### config.mk
export PLATFORM = sky130hd
export DESIGN_NAME = pio_sample_arbiter
export DESIGN_NICKNAME = d
export VERILOG_FILES = /design/src/rtl/pio_sample_arbiter.sv
export SDC_FILE = /design/constraint.sdc
export NUM_CORES = 1
export LEC_CHECK = 0
export CORE_MARGIN = 2
export CORE_UTILIZATION = 41
export CTS_CLUSTER_SIZE = 25
export DETAILED_ROUTE_END_ITERATION = 10
export PLACE_DENSITY = 0.86
export SLEW_MARGIN = 20
export SYNTH_ARGS = -nofsm -noshare
export SYNTH_HDL_FRONTEND = slang
export SYNTH_SLANG_ARGS = --single-unit
### constraint.sdc
create_clock -name clk_clk -period 7.79 [get_ports clk_clk]
set_input_delay 0.779 -clock clk_clk [delete_from_list [all_inputs] [get_ports clk_clk]]
set_output_delay 0.779 -clock clk_clk [all_outputs]
set_load 0.02 [all_outputs]
### src/rtl/pio_sample_arbiter.sv
// pio_sample_arbiter: round-robin share of one 32-bit HPS-readable PIO input among NUM_CH sample producers.
// Latency: grant is combinational in IDLE, the tagged word appears on pio_word one clk_clk after the transfer,
//          and an HPS ack toggle releases the word on the third clk_clk edge after the toggle.
// Backpressure: ch_ready stays low while a word waits for its ack (busy=1); producers hold ch_valid/ch_data.
//
// Ports:
//   clk_clk, reset_reset   clock, asynchronous active-high reset
//   ch_valid/ch_data       per-channel sample requests, channel i data at [i*DATA_W +: DATA_W]
//   ch_ready               one-hot accept, only in IDLE
//   hps_ack_toggle         asynchronous ack from the HPS output PIO; every edge acks the current word
//   pio_word               {valid, seq[2:0], channel[3:0], data[23:0]} to pio_0_external_connection_export
//   busy                   high while waiting for the ack
//   timeout_cnt            saturating count of abandoned words
// Optional feature macro: PIO_TIMEOUT_EN (abandon a word after TIMEOUT_CYC unacked cycles).
module pio_sample_arbiter #(
  parameter int NUM_CH      = 4,
  parameter int DATA_W      = 16,
  parameter int TIMEOUT_CYC = 5000000
) (
  input  logic                     clk_clk,
  input  logic                     reset_reset,
  input  logic [NUM_CH-1:0]        ch_valid,
  input  logic [NUM_CH*DATA_W-1:0] ch_data,
  output logic [NUM_CH-1:0]        ch_ready,
  input  logic                     hps_ack_toggle,
  output logic [31:0]              pio_word,
  output logic                     busy,
  output logic [15:0]              timeout_cnt
);

  localparam int PTR_W = (NUM_CH > 1) ? $clog2(NUM_CH) : 1;

  typedef enum logic {
    IDLE     = 1'b0,
    WAIT_ACK = 1'b1
  } state_t;

  state_t            state_q, state_d;
  logic [2:0]        seq_q, seq_d;
  logic [PTR_W-1:0]  rr_ptr_q, rr_ptr_d;
  logic [31:0]       pio_word_q, pio_word_d;
  logic              s1_q, s1_d;
  logic              s2_q, s2_d;
  logic              ack_prev_q, ack_prev_d;

  logic              ack_edge;
  logic              expire;
  logic              found;
  int                grant_off;
  int                grant_pos;
  logic [3:0]        grant_idx;
  logic [PTR_W-1:0]  grant_next;
  logic [NUM_CH-1:0] grant_oh;
  logic [NUM_CH-1:0] valid_rot;
  logic [23:0]       data_ext;

`ifdef PIO_TIMEOUT_EN
  localparam int WAIT_W = (TIMEOUT_CYC > 1) ? $clog2(TIMEOUT_CYC) : 1;
  logic [WAIT_W-1:0] wait_cnt_q, wait_cnt_d;
  logic [15:0]       timeout_cnt_q, timeout_cnt_d;

  assign expire      = (wait_cnt_q == WAIT_W'(TIMEOUT_CYC - 1));
  assign timeout_cnt = timeout_cnt_q;
`else
  assign expire      = 1'b0;
  assign timeout_cnt = '0;
`endif

  // Rotate the request vector so that bit 0 is the channel at rr_ptr; the
  // lowest set bit of the rotated vector is then the round-robin winner.
  always_comb begin
    valid_rot = NUM_CH'({ch_valid, ch_valid} >> rr_ptr_q);
    found     = 1'b0;
    grant_off = 0;
    for (int k = 0; k < NUM_CH; k++) begin
      if (!found && valid_rot[k]) begin
        found     = 1'b1;
        grant_off = k;
      end
    end
    grant_pos = int'(rr_ptr_q) + grant_off;
    if (grant_pos >= NUM_CH) begin
      grant_pos = grant_pos - NUM_CH;
    end
    grant_idx  = 4'(grant_pos);
    grant_next = (grant_pos + 1 >= NUM_CH) ? '0 : PTR_W'(grant_pos + 1);
    grant_oh   = found ? (NUM_CH'(1) << grant_pos) : '0;
    data_ext   = '0;
    data_ext[DATA_W-1:0] = DATA_W'(ch_data >> (grant_pos * DATA_W));
  end

  assign ack_edge = s2_q ^ ack_prev_q;

  // Reset gates ch_ready directly so no producer sees an accept while the
  // block is held in reset.
  assign ch_ready = (state_q == IDLE && !reset_reset) ? grant_oh : '0;
  assign busy     = (state_q == WAIT_ACK);
  assign pio_word = pio_word_q;

  always_comb begin
    state_d    = state_q;
    seq_d      = seq_q;
    rr_ptr_d   = rr_ptr_q;
    pio_word_d = pio_word_q;
    // Synchronizer and edge history run in every state, so an ack edge that
    // arrives in IDLE is consumed there and never carried into the next word.
    s1_d       = hps_ack_toggle;
    s2_d       = s1_q;
    ack_prev_d = s2_q;
`ifdef PIO_TIMEOUT_EN
    wait_cnt_d    = wait_cnt_q;
    timeout_cnt_d = timeout_cnt_q;
`endif

    case (state_q)
      IDLE: begin
        if (found) begin
          pio_word_d = {1'b1, seq_q, grant_idx, data_ext};
          rr_ptr_d   = grant_next;
          state_d    = WAIT_ACK;
`ifdef PIO_TIMEOUT_EN
          wait_cnt_d = '0;
`endif
        end
      end
      WAIT_ACK: begin
`ifdef PIO_TIMEOUT_EN
        wait_cnt_d = wait_cnt_q + 1'b1;
        // An ack in the expiry cycle is a normal ack and is not counted.
        if (!ack_edge && expire && timeout_cnt_q != 16'hFFFF) begin
          timeout_cnt_d = timeout_cnt_q + 16'd1;
        end
`endif
        if (ack_edge || expire) begin
          pio_word_d = {1'b0, pio_word_q[30:0]};
          seq_d      = seq_q + 3'd1;
          state_d    = IDLE;
        end
      end
      default: state_d = IDLE;
    endcase
  end

  always_ff @(posedge clk_clk or posedge reset_reset) begin
    if (reset_reset) begin
      state_q       <= IDLE;
      seq_q         <= '0;
      rr_ptr_q      <= '0;
      pio_word_q    <= '0;
      s1_q          <= 1'b0;
      s2_q          <= 1'b0;
      ack_prev_q    <= 1'b0;
`ifdef PIO_TIMEOUT_EN
      wait_cnt_q    <= '0;
      timeout_cnt_q <= '0;
`endif
    end else begin
      state_q       <= state_d;
      seq_q         <= seq_d;
      rr_ptr_q      <= rr_ptr_d;
      pio_word_q    <= pio_word_d;
      s1_q          <= s1_d;
      s2_q          <= s2_d;
      ack_prev_q    <= ack_prev_d;
`ifdef PIO_TIMEOUT_EN
      wait_cnt_q    <= wait_cnt_d;
      timeout_cnt_q <= timeout_cnt_d;
`endif
    end
  end

endmodule

==> flow_summary.yaml <==
timing:
  finalSetupViolations: 0
  fmax_mhz: 189.9
  post-route-min-period_ns: 5.267
  hold_ws_ns: 0.3748
  finalMaxSlewViolations: 0
  tightest_slew_ns: 1.014
  finClkSkew_ns: 0.003012
  timing.final.hold_violations: 0
  rsz0062_at_grt: "no"
  fin_crit_sh: 0.6761
  finalSetupTns_ns: 0
  max_slew_margin: 0.3241
pwr:
  p_total_mw: 1.142
  pwr_density_cell_mw_per_mm2: 357.9
  peakVddDrop_mv: 0.1712
  power.leakage_nw: 1.430
die:
  start_util: 0.4241
  row_count: 26
  io_pins: 124
  die_w_um: 76.45
  die_area_mm2: 0.005845
  core_area_mm2: 0.005075
  die_y_um: 76.45
detailed_routing:
  vias_per_cell: 4.678
  drc: 0
  firstDrtPassIters: 4
  wl_um: 5267
  ant_nets: 0
  drt_iter0_drc: 71
  num_vias: 1787
  wire_per_inst_um: 13.79
yosys:
  synth_top_cell_by_area: "dfrtp_1"
  syn-instance-count: 206
  syn_area_mm2: 0.002152
  syn_area_per_cell_um2: 10.45
  ys_warn_count: 0
  synth-edff-count: 0
  ys_types: 38
  synthTopCellsByCount: "65 x nand2_1, 33 x dfrtp_1, 26 x buf_4, 14 x mux4_2, 9 x ha_1"
  synth_seq_cells: 33
  synthArstFlopShare: 1.000
  synth_top_area_frac: 0.3837
  synth.area.top_cells: "dfrtp_1 38%, mux4_2 15%, nand2_1 11%, buf_4 9.1%, ha_1 5.2%"
  yosysMostFrequentCell: "nand2_1"
  ys.flop_type: "dfrtp_1"
  seq_area_frac_synth: 0.3837
final_layout:
  utilization: 0.6289
  drive_gt1_frac: 0.08974
  fin_area_mm2: 0.003192
  syn2layout_area_growth_pct: 48.31
  layout.nets: 393
  num_antenna_cells: 0
global_route:
  grt.overflow.total: 0
  antenna_found_initial: 0
  grt_pass1_wl_um: 8652
  grt_max_degree: 36
  grt_pass1_vias: 1829
  track_usage: 0.1893
min_path:
  hp-class: "flip-flop to flip-flop"
  hold_start: "s1_q$_DFF_PP0_"
  worstHoldPathCells: 0
  min_to: "ack_prev_d$_DFF_PP0_"
worst_setup_path:
  timing.rr.end: "rr_ptr_q[0]$_DFFE_PP0P_"
  r2r-start: "rr_ptr_q[0]$_DFFE_PP0P_"
  crit_path_end_kind: "primary output"
  r2r_cells: 12
  cp_data_required_time_ns: 7.01
  cp-start-kind: "input pin"
  path_max_fanout: 20
  rrSetupSlack_ns: 4.20
  arrival_ns: 4.49
  crit_type: "input pin to primary output"
clock_tree:
  clock-sinks: 33
  worstSkewPairLatency_ns: 0.28
  cts_resized: 0
  path_clk_slew_ns: 0.06
  cts_tree: "yes"
  cts_root_buf: "clkbuf_8"
  cts_max_path_buffers: 2
  htree_levels: 2
  cts_buffers: 5
  holdBufCountCts: 0
  post_cts_buffers: 0
place:
  routabilityCongestion: 0.8019
  dpl-instance-area_mm2: 0.003105
  hpwl_um: 4044
  portBuffers: 99
outcome:
  status: "finished, final reports clean"
flow_run:
  maxCapViolCount: 0
-- registers in the layout, indices dropped and copies added, names as in the netlist --
register,count
seq_q,3
ack_prev_d,1
busy,1
ack_prev_q,1
rr_ptr_q,2
s1_q,1
pio_word,24
-- stage by stage --
stage | instances | setup WS, ns
after global placement | 375 | 2.653
after detailed placement | 375 | 2.480
final | 382 | 2.523
after CTS | 382 | 2.457
after floorplan | 238 | 3.915
after global routing | 382 | 2.263
-- cell families after synthesis --
kind of cell | after synthesis | synth area share
AO/OA/AOI/OAI | 16 | 0.05815
XOR/XNOR | 3 | 0.01221
adder cells (fa/ha/maj) | 10 | 0.06163
buffers and inverters | 40 | 0.1314
flip-flops | 33 | 0.3837
multiplexers | 18 | 0.1814
other | 2 | 0.003490
AND/OR/NAND/NOR | 84 | 0.1680
-- worst max-delay path, cell delays in order --
cell and delay, ns:
clkdlybuf4s50_1 0.60, nor2_1 0.09, a2111oi_0 0.44, a31oi_1 0.08, o22a_1 0.21, fa_1 1.10
inv_1 0.20, nor4_1 0.32, clkdlybuf4s50_1 0.66
-- layer usage --
metal,GRT usage,up-vias,wire (µm)
met5,0,-,0
met4,0.05091,0,59
met3,0.07109,7,460
met2,0.3434,72,2758
met1,0.2068,849,1989
li1,-,859,-
-- power by group --
part | total [mW] | switching, mW | internal, mW
clock network | 0.129 | 0.0588 | 0.0701
registers | 0.298 | 0.0508 | 0.247
logic | 0.716 | 0.360 | 0.355
total | 1.14 | 0.470 | 0.672
-- layout by cell type (no fill, tap or decap), types with 3 or more instances in the layout --
cell / n
clkbuf_8: 6
nor2_1: 3
dfrtp_1: 33
clkdlybuf4s50_1: 99
nand2_1: 65
inv_1: 6
mux4_2: 14
ha_1: 9
conb_1: 34
-- how the worst max path moves through the flow --
stage	from	endpoint	slack (ns)
after floorplan	ch_valid[3]	ch_ready[0]	3.92
after global placement	ch_valid[0]	ch_ready[0]	2.65
after detailed placement	ch_valid[0]	ch_ready[0]	2.48
after CTS	ch_valid[0]	ch_ready[0]	2.46
after global routing	ch_valid[0]	ch_ready[0]	2.26
final	ch_valid[0]	ch_ready[0]	2.52
-- cell type report --
| cell class | instances | area (µm²) |
|---|---|---|
| repair buffers | 101 | 1006 |
| inverters | 6 | 22.52 |
| clock buffers | 7 | 86.33 |
| flip-flops and latches | 33 | 825.8 |
| fillers | 434 | 1883 |
| well taps | 70 | 87.58 |
| multi-input cells | 165 | 1164 |
(Power assumes the default switching activity.)
